### config.mk
export PLATFORM = sky130hd
export DESIGN_NAME = nibble_serial_adder_ctrl_flat
export DESIGN_NICKNAME = d
export VERILOG_FILES = /design/src/rtl/nibble_serial_adder_ctrl_pkg.sv /design/src/rtl/nibble_serial_adder_ctrl_if.sv /design/src/rtl/nibble_serial_adder_ctrl_adder4.sv /design/src/rtl/nibble_serial_adder_ctrl.sv /design/src/flat_wrapper.sv
export SDC_FILE = /design/constraint.sdc
export NUM_CORES = 1
export LEC_CHECK = 0
export ABC_AREA = 1
export CAP_MARGIN = 15
export CORE_ASPECT_RATIO = 1.75
export CORE_MARGIN = 5
export CORE_UTILIZATION = 45
export CTS_CLUSTER_DIAMETER = 40
export CTS_CLUSTER_SIZE = 8
export DETAILED_ROUTE_END_ITERATION = 8
export PLACE_DENSITY = 0.83
export RECOVER_POWER = 50
export SLEW_MARGIN = 20
export SYNTH_ARGS = -nofsm -noshare
export SYNTH_HDL_FRONTEND = slang
export SYNTH_SLANG_ARGS = --single-unit
### constraint.sdc
create_clock -name clk -period 4.61 [get_ports clk]
set_clock_uncertainty 0.1 [all_clocks]
set_input_delay 1.383 -clock clk [delete_from_list [all_inputs] [get_ports clk]]
set_output_delay 1.383 -clock clk [all_outputs]
set_load 0.1 [all_outputs]
### src/rtl/nibble_serial_adder_ctrl_pkg.sv
// Shared types and constants for the nibble-serial adder controller.
package serial_adder_pkg;

   localparam int NIBBLE_W = 4;

   typedef enum logic [1:0] {
      IDLE = 2'b00,
      RUN  = 2'b01,
      DONE = 2'b10
   } state_t;

endpackage

### src/rtl/nibble_serial_adder_ctrl_if.sv
// Operand/result handshake bundle for the nibble-serial adder.
// Optional `sub` signal exists only when SERIAL_ADD_SUB_EN is defined.
interface nibble_serial_adder_ctrl_if #(parameter int WIDTH = 16);

   logic             op_valid;
   logic             op_ready;
   logic [WIDTH-1:0] a;
   logic [WIDTH-1:0] b;
   logic             cin;
`ifdef SERIAL_ADD_SUB_EN
   logic             sub;
`endif
   logic             res_valid;
   logic             res_ready;
   logic [WIDTH-1:0] sum;
   logic             cout;
   logic             busy;

   modport master (
`ifdef SERIAL_ADD_SUB_EN
      output sub,
`endif
      output op_valid, a, b, cin, res_ready,
      input  op_ready, res_valid, sum, cout, busy
   );

   modport slave (
`ifdef SERIAL_ADD_SUB_EN
      input  sub,
`endif
      input  op_valid, a, b, cin, res_ready,
      output op_ready, res_valid, sum, cout, busy
   );

endinterface

### src/rtl/nibble_serial_adder_ctrl_adder4.sv
// 4-bit ripple-carry adder slice; the shared datapath the controller sequences.
module nibble_adder4
   import serial_adder_pkg::*;
(
   input  logic [NIBBLE_W-1:0] a,
   input  logic [NIBBLE_W-1:0] b,
   input  logic                ci,
   output logic [NIBBLE_W-1:0] s,
   output logic                co
);

   logic [NIBBLE_W:0] c;

   assign c[0] = ci;

   for (genvar i = 0; i < NIBBLE_W; i++) begin : g_fa
      assign s[i]   = a[i] ^ b[i] ^ c[i];
      assign c[i+1] = (a[i] & b[i]) | (c[i] & (a[i] ^ b[i]));
   end

   assign co = c[NIBBLE_W];

endmodule

### src/rtl/nibble_serial_adder_ctrl.sv
// Adds WIDTH-bit operands one nibble per cycle through a single 4-bit slice, LSB first.
// Define SERIAL_ADD_SUB_EN to add a `sub` input that turns the operation into a-b.
module nibble_serial_adder_ctrl
   import serial_adder_pkg::*;
#(
   parameter int WIDTH = 16
) (
   input  logic                      clk,
   input  logic                      rst_n,
   nibble_serial_adder_ctrl_if.slave bus
);

   localparam int NIBBLES = WIDTH / NIBBLE_W;
   localparam int IDX_W   = (NIBBLES > 1) ? $clog2(NIBBLES) : 1;

   localparam logic [1:0] S_IDLE = IDLE;
   localparam logic [1:0] S_RUN  = RUN;
   localparam logic [1:0] S_DONE = DONE;

   if ((WIDTH % NIBBLE_W) != 0 || WIDTH < 8) begin : g_bad_width
      $error("nibble_serial_adder_ctrl: WIDTH must be a multiple of 4 and >= 8");
   end

   logic [1:0]       state;
   logic [IDX_W-1:0] idx;
   logic [IDX_W+1:0] base;
   logic [WIDTH-1:0] a_q;
   logic [WIDTH-1:0] b_q;
   logic [WIDTH-1:0] sum_q;
   logic             carry;
   logic             cout_q;
   logic             last;

   logic [NIBBLE_W-1:0] nib_a;
   logic [NIBBLE_W-1:0] nib_b;
   logic [NIBBLE_W-1:0] nib_s;
   logic                nib_c;

   // Bit offset of the current nibble: idx * 4.
   assign base  = {idx, 2'b00};
   assign nib_a = a_q[base +: NIBBLE_W];
   assign nib_b = b_q[base +: NIBBLE_W];
   assign last  = (idx == IDX_W'(NIBBLES - 1));

   nibble_adder4 u_add (
      .a  (nib_a),
      .b  (nib_b),
      .ci (carry),
      .s  (nib_s),
      .co (nib_c)
   );

   always_ff @(posedge clk) begin
      if (!rst_n) begin
         state  <= S_IDLE;
         idx    <= '0;
         carry  <= 1'b0;
         sum_q  <= '0;
         cout_q <= 1'b0;
      end else begin
         case (state)
            S_IDLE: begin
               if (bus.op_valid) begin
                  a_q   <= bus.a;
`ifdef SERIAL_ADD_SUB_EN
                  // Subtract as a + ~b + 1; cin has no meaning in that mode.
                  b_q   <= bus.sub ? ~bus.b : bus.b;
                  carry <= bus.sub | bus.cin;
`else
                  b_q   <= bus.b;
                  carry <= bus.cin;
`endif
                  idx   <= '0;
                  sum_q <= '0;
                  state <= S_RUN;
               end
            end
            S_RUN: begin
               sum_q[base +: NIBBLE_W] <= nib_s;
               carry <= nib_c;
               idx   <= idx + 1'b1;
               if (last) begin
                  cout_q <= nib_c;
                  state  <= S_DONE;
               end
            end
            S_DONE: begin
               if (bus.res_ready) state <= S_IDLE;
            end
            default: state <= S_IDLE;
         endcase
      end
   end

   assign bus.op_ready  = (state == S_IDLE);
   assign bus.res_valid = (state == S_DONE);
   assign bus.busy      = (state == S_RUN) || (state == S_DONE);
   assign bus.sum       = sum_q;
   assign bus.cout      = cout_q;

endmodule
### src/flat_wrapper.sv
// flat-port wrapper written by rule: the top's interface ports become plain ports
module nibble_serial_adder_ctrl_flat import serial_adder_pkg::*;
#(
   parameter int WIDTH = 16
)
  (clk, rst_n, bus_op_valid, bus_a, bus_b, bus_cin, bus_res_ready, bus_op_ready, bus_res_valid, bus_sum, bus_cout, bus_busy);
  nibble_serial_adder_ctrl_if #(.WIDTH(WIDTH)) bus_i ();
  input  logic clk;
  input  logic rst_n;
  input wire logic [$bits(bus_i.op_valid)-1:0] bus_op_valid;
  input wire logic [$bits(bus_i.a)-1:0] bus_a;
  input wire logic [$bits(bus_i.b)-1:0] bus_b;
  input wire logic [$bits(bus_i.cin)-1:0] bus_cin;
  input wire logic [$bits(bus_i.res_ready)-1:0] bus_res_ready;
  output wire logic [$bits(bus_i.op_ready)-1:0] bus_op_ready;
  output wire logic [$bits(bus_i.res_valid)-1:0] bus_res_valid;
  output wire logic [$bits(bus_i.sum)-1:0] bus_sum;
  output wire logic [$bits(bus_i.cout)-1:0] bus_cout;
  output wire logic [$bits(bus_i.busy)-1:0] bus_busy;
  assign bus_i.op_valid = bus_op_valid;
  assign bus_i.a = bus_a;
  assign bus_i.b = bus_b;
  assign bus_i.cin = bus_cin;
  assign bus_i.res_ready = bus_res_ready;
  assign bus_op_ready = bus_i.op_ready;
  assign bus_res_valid = bus_i.res_valid;
  assign bus_sum = bus_i.sum;
  assign bus_cout = bus_i.cout;
  assign bus_busy = bus_i.busy;
  nibble_serial_adder_ctrl #(.WIDTH(WIDTH)) u_core (.clk(clk), .rst_n(rst_n), .bus(bus_i));
endmodule
== Word-level counts from Yosys, hierarchy flattened ==
Cells that the tools add are included.

* Output and inout port bits: 20
* Word-level logic and storage cells: 57
* Register bits after elaboration: 54
* Input bits: 37

* Reduce and logical (&&, ||, !) cells: 7
* Add/sub/neg operators: 2
* Equality and inequality tests: 6
* Muxes and demuxes: 11
* Bitwise logic cells: 20
* Shift operators: 4

{| class="wikitable"
|+ Operators with widths
! operator !! number
|-
| $pmux W16 S2 || 1
|-
| $shiftx A16 B5 Y4 || 2
|-
| $bwmux W16 || 1
|-
| $mux W16 || 1
|-
| $shift A4 B6 Y16 const A || 1
|-
| $shiftx A4 B6 Y16 || 1
|-
| $and A1 B1 Y1 || 8
|-
| $mux W2 || 4
|-
| $xor A1 B1 Y1 || 8
|-
| $neg A4 Y6 || 1
|-
| $pmux W2 S3 || 1
|-
| $reduce_and A3 Y1 || 2
|-
| $eq A2 B2 Y1 const B || 2
|-
| $ne A2 B2 Y1 const B || 2
|-
| $or A1 B1 Y1 || 4
|-
| $pmux W2 S2 || 1
|-
| $reduce_and A2 Y1 || 2
|-
| $add A2 B1 Y2 const B || 1
|-
| $eq A2 B1 Y1 const B || 1
|-
| $logic_not A2 Y1 || 1
|-
| $ne A2 B1 Y1 const B || 1
|-
| $pmux W1 S2 || 1
|-
| $reduce_bool A2 Y1 || 1
|-
| $logic_or A1 B1 Y1 || 1
|-
| $mux W1 || 1
|}

== Longest topological paths before layout ==
Gate-level depths: netlist of the first run.

* Depth after elaboration: 12
* Depth in mapped cells: 17
* Depth with buffers taken out: 16

== Hierarchy ==
From an unflattened synthesis of the first run, not the netlist that was laid out.

* Cells, all modules: 289
* Area total of the unflattened synthesis: 2653.8 um2

{| class="wikitable"
|+ By module, submodules not included
! module !! times used !! cells each !! sequential area each (um2) !! area an instance (um2)
|-
| nibble_serial_adder_ctrl || 1 || 275 || 1401.3 || 2536.2
|-
| nibble_adder4 || 1 || 14 || 0.0 || 117.6
|}

== Least setup slack after synthesis of the first run ==
No wires, ideal clock.

* Path type: input -> register
* Start point: in rst_n
* End point: reg u_core.a_q[0] (enable)
* Path slack: 0.178 ns
* Required time: 4.049 ns
* Stages: 3
* Arrival: 3.870 ns
* Setup time: 0.461 ns
* Buffers on the path: 1
* Path through: buf_2 -> inv_1 -> nor3_1

* Word-level cells in the longest chain between the ends: 1

{| class="wikitable"
|+ Ends and longest elaborated chain
! element !! RTL line !! text
|-
| from (decl) || flat_wrapper.sv:9 || <nowiki>input logic rst_n;</nowiki>
|-
| $reduce_and A3 Y1 (no line) || - ||
|-
| to (signal assigned) || nibble_serial_adder_ctrl.sv:64 || <nowiki>a_q <= bus.a;</nowiki>
|-
| to (decl) || nibble_serial_adder_ctrl.sv:27 || <nowiki>logic [WIDTH-1:0] a_q;</nowiki>
|}

No other way between the ends.
A chain may end at the register's enable or synchronous reset.

== Worst setup path in the final report of the first run ==
* Start point: in rst_n
* End point: reg u_core.b_q[0] (enable)

* Word-level cells in the longest chain between the ends: 1

{| class="wikitable"
|+ Ends and longest elaborated chain
! element !! RTL line !! text
|-
| $reduce_and A3 Y1 (no line) || - ||
|-
| to (signal assigned) || nibble_serial_adder_ctrl.sv:70 || <nowiki>b_q <= bus.b;</nowiki>
|-
| to (decl) || nibble_serial_adder_ctrl.sv:28 || <nowiki>logic [WIDTH-1:0] b_q;</nowiki>
|}

No other way between the ends.

==> run summary, run 1 <==
The peak fanout along the critical path is 32. At the pin with the least slew margin, the transition time is 1.62 ns. The routed length per instance came out at 11.8 um. The average cell area after synthesis came out at 8.99 um2. The share of synthesized area occupied by flip-flops and latches came out at 54.5%.

The final-stage net count is 392. The clock sink total came out at 54. The peak ir drop on the vdd network is 0.223 mV.

The number of enable flip-flop cells after synthesis is 32. The worst-case hold slack came out at 0.385 ns. The post-route clock period utilization came out at 83.8%. The cell sitting at the root of the clock tree is a sky130_fd_sc_hd__clkbuf_8. The total of buffers placed on input and output ports came out at 56. The most common cell in the synthesized netlist is sky130_fd_sc_hd__nor2_1.

The number of buffers created by CTS is 5. The hold buffer count at cts came out at 0. The die footprint is 7390 um2. The end-of-flow core utilization is 58.0%. The largest total area in the synthesized netlist belongs to sky130_fd_sc_hd__edfxtp_1. The post-detailed-routing wire length is 4.98 mm.

The TritonCTS clock tree is built. The largest net degree at the start of global routing is 33. The number of synthesis warnings came out at 0. The overflow left after global routing came out at 0. The HPWL after detailed placement is 3.95 mm.

The mapped netlist covers 2570 um2. Pin placement for this block handled 57 I/O pins. The antenna diode count is 0. The post-synthesis net count came out at 334. Setup repair after global routing left no endpoint under its margin. The residual DRC count came out at 0. Synthesis produced a netlist whose cell count is 286. STA classifies the critical path startpoint as an input port. Based on the critical path, the design can be clocked at up to 259 MHz.

In this run, the number of DRC markers left after iteration 0 of detailed routing was 96. The setup-violating endpoint count in the final report came out at 0. The flip-flop and latch count after synthesis came out at 54. The kind of critical path is input port to flip-flop. The vertical extent of the die came out at 110 um. The number of vias per cell came out at 4.74. The row count came out at 36. The total negative slack for setup checks came out at 0 ns.

The placed cell area is 3200 um2. In this run the standard cell core region covers 5590 um2. The overall fraction of global-route tracks in use came out at 14.7%. The count of maximum capacitance violations came out at 1.

The initial core utilization came out at 46.0%. In the synthesized netlist the dominant register cell turns out to be sky130_fd_sc_hd__edfxtp_1. The data required time of the critical path came out at 4.41 ns. The worst max-slew margin expressed relative to the limit is -7.78%. The H-tree was split into 2 levels. The count of nets left with antenna violations once routing finished came out at 0. The first-pass GRT wire length came out at 8.15 mm. The area fraction of the dominant cell type after synthesis is 37.4%. Synthesis instantiated 29 different standard cells from the library. The finished cells cover 3240 um2. The async set-or-reset flop fraction in the synthesized netlist came out at 0%. The post-route minimum period came out at 3.86 ns. The initial antenna violation count came out at 0.

The worst-case clock buffer depth is 2. By count the netlist is led by sky130_fd_sc_hd__nor2_1, sky130_fd_sc_hd__nand2_1, sky130_fd_sc_hd__inv_1. The post-synthesis to final-layout area growth is 26.1%. The insertion delay of the later-clocked pin in the worst-skew pair came out at 0.30 ns. The die outline width is 67.1 um.

Post-CTS repair changed the size of 0 cells. The run finished, with violations left. The final reports fail on max-capacitance violations, max-slew violations. Routability-driven placement finished with a final weighted congestion of 0.833.

The final critical-path setup slack is 0.746 ns. After synthesis, the cell types taking the most area are sky130_fd_sc_hd__edfxtp_1, sky130_fd_sc_hd__dfxtp_1, sky130_fd_sc_hd__nor2_1, sky130_fd_sc_hd__nand2_1, sky130_fd_sc_hd__inv_1. The count of buffers added by post-CTS timing repair for setup came out at 0. The total via count in the routed design came out at 1,994. The max-slew violation count came out at 33. Cells with a size suffix above 1 make up 5.51% of the layout. The clock transition time at the flip-flop clock pins of the worst setup and hold paths is 0.09 ns. The endpoint class of the critical path is a flip-flop.

The power density of the placed cells is 412 nW/um2. Summed over all cells, the static leakage comes to 1.32 nW. The first-pass detailed-route iteration total is 4.

The number of global-route vias before repair came out at 1,922. The worst hold path belongs to the class flip-flop to flip-flop. The post-place setup slack came out at 1.10 ns. For the worst setup path, the data arrival time is 3.66 ns. The hold violation total from the final report came out at 0.
==> sequential cells by signal, summed over array words and instances (netlist names) <==
register,flops
u_core.idx,2
u_core.carry,1
u_core.b_q,16
u_core.a_q,16
u_core.state,2
u_core.bus.sum,16
u_core.bus.cout,1
==> cell families (layout without fill, tap and decap cells) <==
group           count (synthesis)  after routing  synth area share (%)
compound gates                 32             32                  7.01
fa+ha+maj                      11             11                  6.52
buf+inv                        44            103                  7.40
flops                          54             54                  54.5
simple gates                  145            145                  24.6
==> per-layer routing <==
metal / share of wire [%] / vias up / GRT usage [%]
met3: 3.7 / 9 / 2.43
met4: 2.7 / 0 / 7.26
li1: - / 1023 / -
met5: 0 / - / 0
met2: 59 / 45 / 28.4
met1: 35 / 917 / 14.5
==> stage by stage <==
| step | total power [W] | cells |
|---|---|---|
| 6_report | 0.00134 | 421 |
| 4_1_cts | 0.00137 | 421 |
| 2_1_floorplan | 0.000998 | 286 |
| 3_3_place_gp | 0.00111 | 413 |
| 3_5_place_dp | 0.00112 | 413 |
| 5_1_grt | 0.00142 | 421 |
==> report_power, final <==
group | internal [W] | switching [W] | leakage, nW
Clock | 0.000104 | 0.000139 | 0.0388
Combinational | 0.000144 | 0.000366 | 0.802
Sequential | 0.000559 | 0.0000237 | 0.478
Total | 0.000808 | 0.000529 | 1.32
==> critical path, stage by stage <==
cell	delay, ns
sky130_fd_sc_hd__dlygate4sd3_1	0.52
sky130_fd_sc_hd__buf_4	0.24
sky130_fd_sc_hd__inv_1	0.13
sky130_fd_sc_hd__nor3_1	0.19
sky130_fd_sc_hd__clkbuf_1	1.19
==> cells in the final DEF (no fill, tap or decap), types with 5 or more instances in the layout <==
cell / instances
sky130_fd_sc_hd__o21ai_0: 17
sky130_fd_sc_hd__clkdlybuf4s50_1: 21
sky130_fd_sc_hd__ha_1: 7
sky130_fd_sc_hd__dlygate4sd3_1: 34
sky130_fd_sc_hd__nand2_1: 59
sky130_fd_sc_hd__nor2_1: 68
sky130_fd_sc_hd__nand3_1: 6
sky130_fd_sc_hd__a21oi_1: 6
sky130_fd_sc_hd__edfxtp_1: 32
sky130_fd_sc_hd__dfxtp_1: 22
sky130_fd_sc_hd__inv_1: 35
sky130_fd_sc_hd__clkbuf_8: 5
==> worst paths after layout <==
check | endpoint | cells after the start | slack, ns | start
min | u_core.bus.sum[5] | 2 | 0.38 | u_core.bus.sum[5]
max reg2reg | u_core.bus.sum[7] | 16 | 0.86 | u_core.idx[0]
min reg2reg | u_core.bus.sum[5] | 2 | 0.38 | u_core.bus.sum[5]
max | u_core.b_q[0] | 5 | 0.75 | rst_n
==> area by class of cell <==
| cell class | count | area, um2 |
|---|---|---|
| timing repair buffer | 58 | 566 |
| tap | 76 | 95.1 |
| inverter | 37 | 141 |
| fill | 516 | 2340 |
| multi-input combinational | 188 | 957 |
| clock buffer | 6 | 72.6 |
| clock inverter | 2 | 8.76 |
| sequential | 54 | 1400 |
Note: power is estimated with default switching activity, not from simulation.
==> run 2: changes to the inputs <==
clock period = 3.5 ns   (was 4.61 ns; I/O delays follow)
==> run summary, run 2 (synthesis gave the netlist of run 1 again) <==
The die outline width is 67.1 um. In this run the remaining antenna-violating nets after routing total 0. met2 is the most crowded layer. The post-synthesis to final-layout area growth came out at 23.5%. The clock root buffer master is sky130_fd_sc_hd__clkbuf_8.

The final critical-path setup slack is 0.416 ns. Global routing consumed, on the met3 layer, 3.35% of the routing resources. The largest net degree at the start of global routing came out at 33. The finished layout cell area came out at 3180 um2. The post-route minimum period came out at 3.08 ns. The worst setup slack for register-to-register paths came out at 0.42 ns. The routing usage on met2 came out at 28.0%. Routability-driven placement finished with a final weighted congestion of 0.861.

The initial core utilization came out at 46.0%. The peak ir drop on the vdd network is 0.357 mV. The path class of the tightest hold or removal check is flip-flop to flip-flop. The worst pin sits at a relative slew slack of 21.0%.

For this run, the post-layout net count is 394. The hold violation total from the final report is 0. The worst setup path is captured at a flip-flop. The count of fill cells added during filler insertion is 544.

For this run the aggregate overflow at the end of global routing stands at 0. The switching power of the nets is 0.000706 W. Summing all flip-flop and latch instances after layout gives 1400 um2. Clock latency on the worst-skew pair, taken at its later pin, is 0.31 ns. The initial antenna violation count came out at 0. The total via count in the routed design is 2,012. The top-level I/O count came out at 57. The setup-violating endpoint count in the final report is 0. The static leakage came out at 1.31 nW. The clock transition time at the flip-flop clock pins of the worst setup and hold paths came out at 0.09 ns. The data required time of the critical path is 3.61 ns.

The overall fraction of global-route tracks in use came out at 14.9%. The max-slew violation count was 0. Of all nets on the critical path, the largest fanout is 20. The met1 demand-to-capacity share in global routing is 13.8%. Data arrives at the worst endpoint at 3.19 ns. The power density of the placed cells came out at 547 nW/um2. The kind of critical path is flip-flop to flip-flop. In this run the standard cell core region covers 5590 um2. The first-pass GRT wire length is 8.11 mm. The routed length per instance is 11.9 um. The post-route clock period utilization came out at 88.1%.

The part of the total power dissipated in the clock network came out at 18.9%. In this run the cell area measured after placement is 3170 um2. The cell-internal power is 0.00103 W.

For this run, the top clock speed supported by timing is 324 MHz. The critical path startpoint category is a flip-flop. The total negative slack for setup checks is 0 ns. The critical path goes through buf_4 > o21ai_0 > o22a_1 > fa_1 > inv_1 > fa_1 > inv_1 > fa_1 > inv_1 > fa_1 > nand2_1 > nor2_1 > a21oi_1 > nor2_1. The clock sink total is 54. The number of clock buffers added by TritonCTS is 5. The run finished with clean final reports. The number of global-route vias before repair is 1,897.

The TritonCTS clock tree is built. The total number of H-tree levels is 2. 0 antenna diodes ended up in the layout. The row count is 36.

The sequential cell fraction of total power is 43.9%. The count of maximum capacitance violations is 0. The peak per-stage delay on the critical path came out at 0.43 ns. The post-place setup slack came out at 0.427 ns. The count of buffers added by post-CTS timing repair for setup came out at 0.

The HPWL after detailed placement is 4.01 mm. Leaving out fill and tap cells, the most frequent cells in the layout are sky130_fd_sc_hd__nor2_1, sky130_fd_sc_hd__nand2_1, sky130_fd_sc_hd__inv_1, sky130_fd_sc_hd__dlygate4sd3_1, sky130_fd_sc_hd__edfxtp_1. The number of resized instances in the post-cts repair step is 0. The residual DRC count is 0.

Wires add up to 5.05 mm. The worst-case clock buffer depth came out at 2. The total area of multi-input combinational cells came out at 976 um2.

The slowest stage of the critical path is the sky130_fd_sc_hd__fa_1 cell. The hold buffer count at cts came out at 0. The die footprint is 7390 um2. Measured along the y axis, the die boundary spans 110 um. The share of total power consumed by net switching is 40.7%. The first-pass detailed-route iteration total came out at 4.

The ratio of cells with drive above 1 in the final layout came out at 8.07%. The number of design-rule violations left by the first detailed-router iteration came out at 116. Leaving out fill and tap cells, the most frequent cell in the layout is sky130_fd_sc_hd__nor2_1.

Setup repair after global routing left no endpoint under its margin. The combinational group share of total power came out at 37.2%. The transition time of the tightest slew-check pin came out at 1.19 ns.

The library cell appearing most often on the critical path is sky130_fd_sc_hd__fa_1. The total of buffers placed on input and output ports is 56. Dividing the detail-routed via count by the number of cells gives 4.76.
## run 2: cell count changes in the layout (fill, tap and decap cells not counted), sizes merged
cell           previous run  this run
dlygate4sd3              34        33
clkdlybuf4s50            21         3
clkinvlp                  1         0
clkinv                    1         3
clkbuf                    8        22
buf                       1         7
## run 2: per-layer routing
metal,vias to the layer above,share of wire [%]
li1,1026,-
met1,918,34
met2,52,58
met3,16,4.4
met4,0,4.0
met5,-,0
## run 2: critical path: cells and delay by family, from the launching register on
family          cells  cell delay (ns)
fa+ha+maj           4             1.29
compound gates      3             0.49
buf+inv             4             0.46
flops               1             0.41
simple gates        3             0.22
## run 2: final cells by class
class | instances | share of cell area, %
clock buffers | 5 | 2.17
clock inverters | 3 | 0.512
inverters | 37 | 4.45
multi-input cells | 188 | 30.7
flip-flops and latches | 54 | 44.1
well taps | 76 | 2.99
repair buffers | 60 | 15.0
## run 2: final timing paths
path                     startpoint            endpoint  cells past startpoint
setup / recovery      u_core.idx[0]  u_core.bus.sum[15]                     14
hold / removal    u_core.bus.sum[5]   u_core.bus.sum[5]                      2
setup reg to reg      u_core.idx[0]  u_core.bus.sum[15]                     14
hold reg to reg   u_core.bus.sum[5]   u_core.bus.sum[5]                      2
## run 2: per-stage QoR
stage	hold WS [ns]	cells	util [%]	power, W
floorplan	0.352	286	-	0.00131
global placement	0.364	415	56.7	0.00145
detailed placement	0.373	415	56.7	0.00147
CTS	0.389	423	58.3	0.00180
global route	0.406	423	56.9	0.00185
finish	0.383	423	56.9	0.00174
## run 2: power groups by stage
stage	Combinational [W]	Clock, W	Sequential [W]
after global routing	0.000706	0.000371	0.000769
after global placement	0.000679	0	0.000776
after detailed placement	0.000690	0	0.000778
after CTS	0.000691	0.000346	0.000764
final	0.000646	0.000329	0.000762
after floorplan	0.000307	0	0.00101
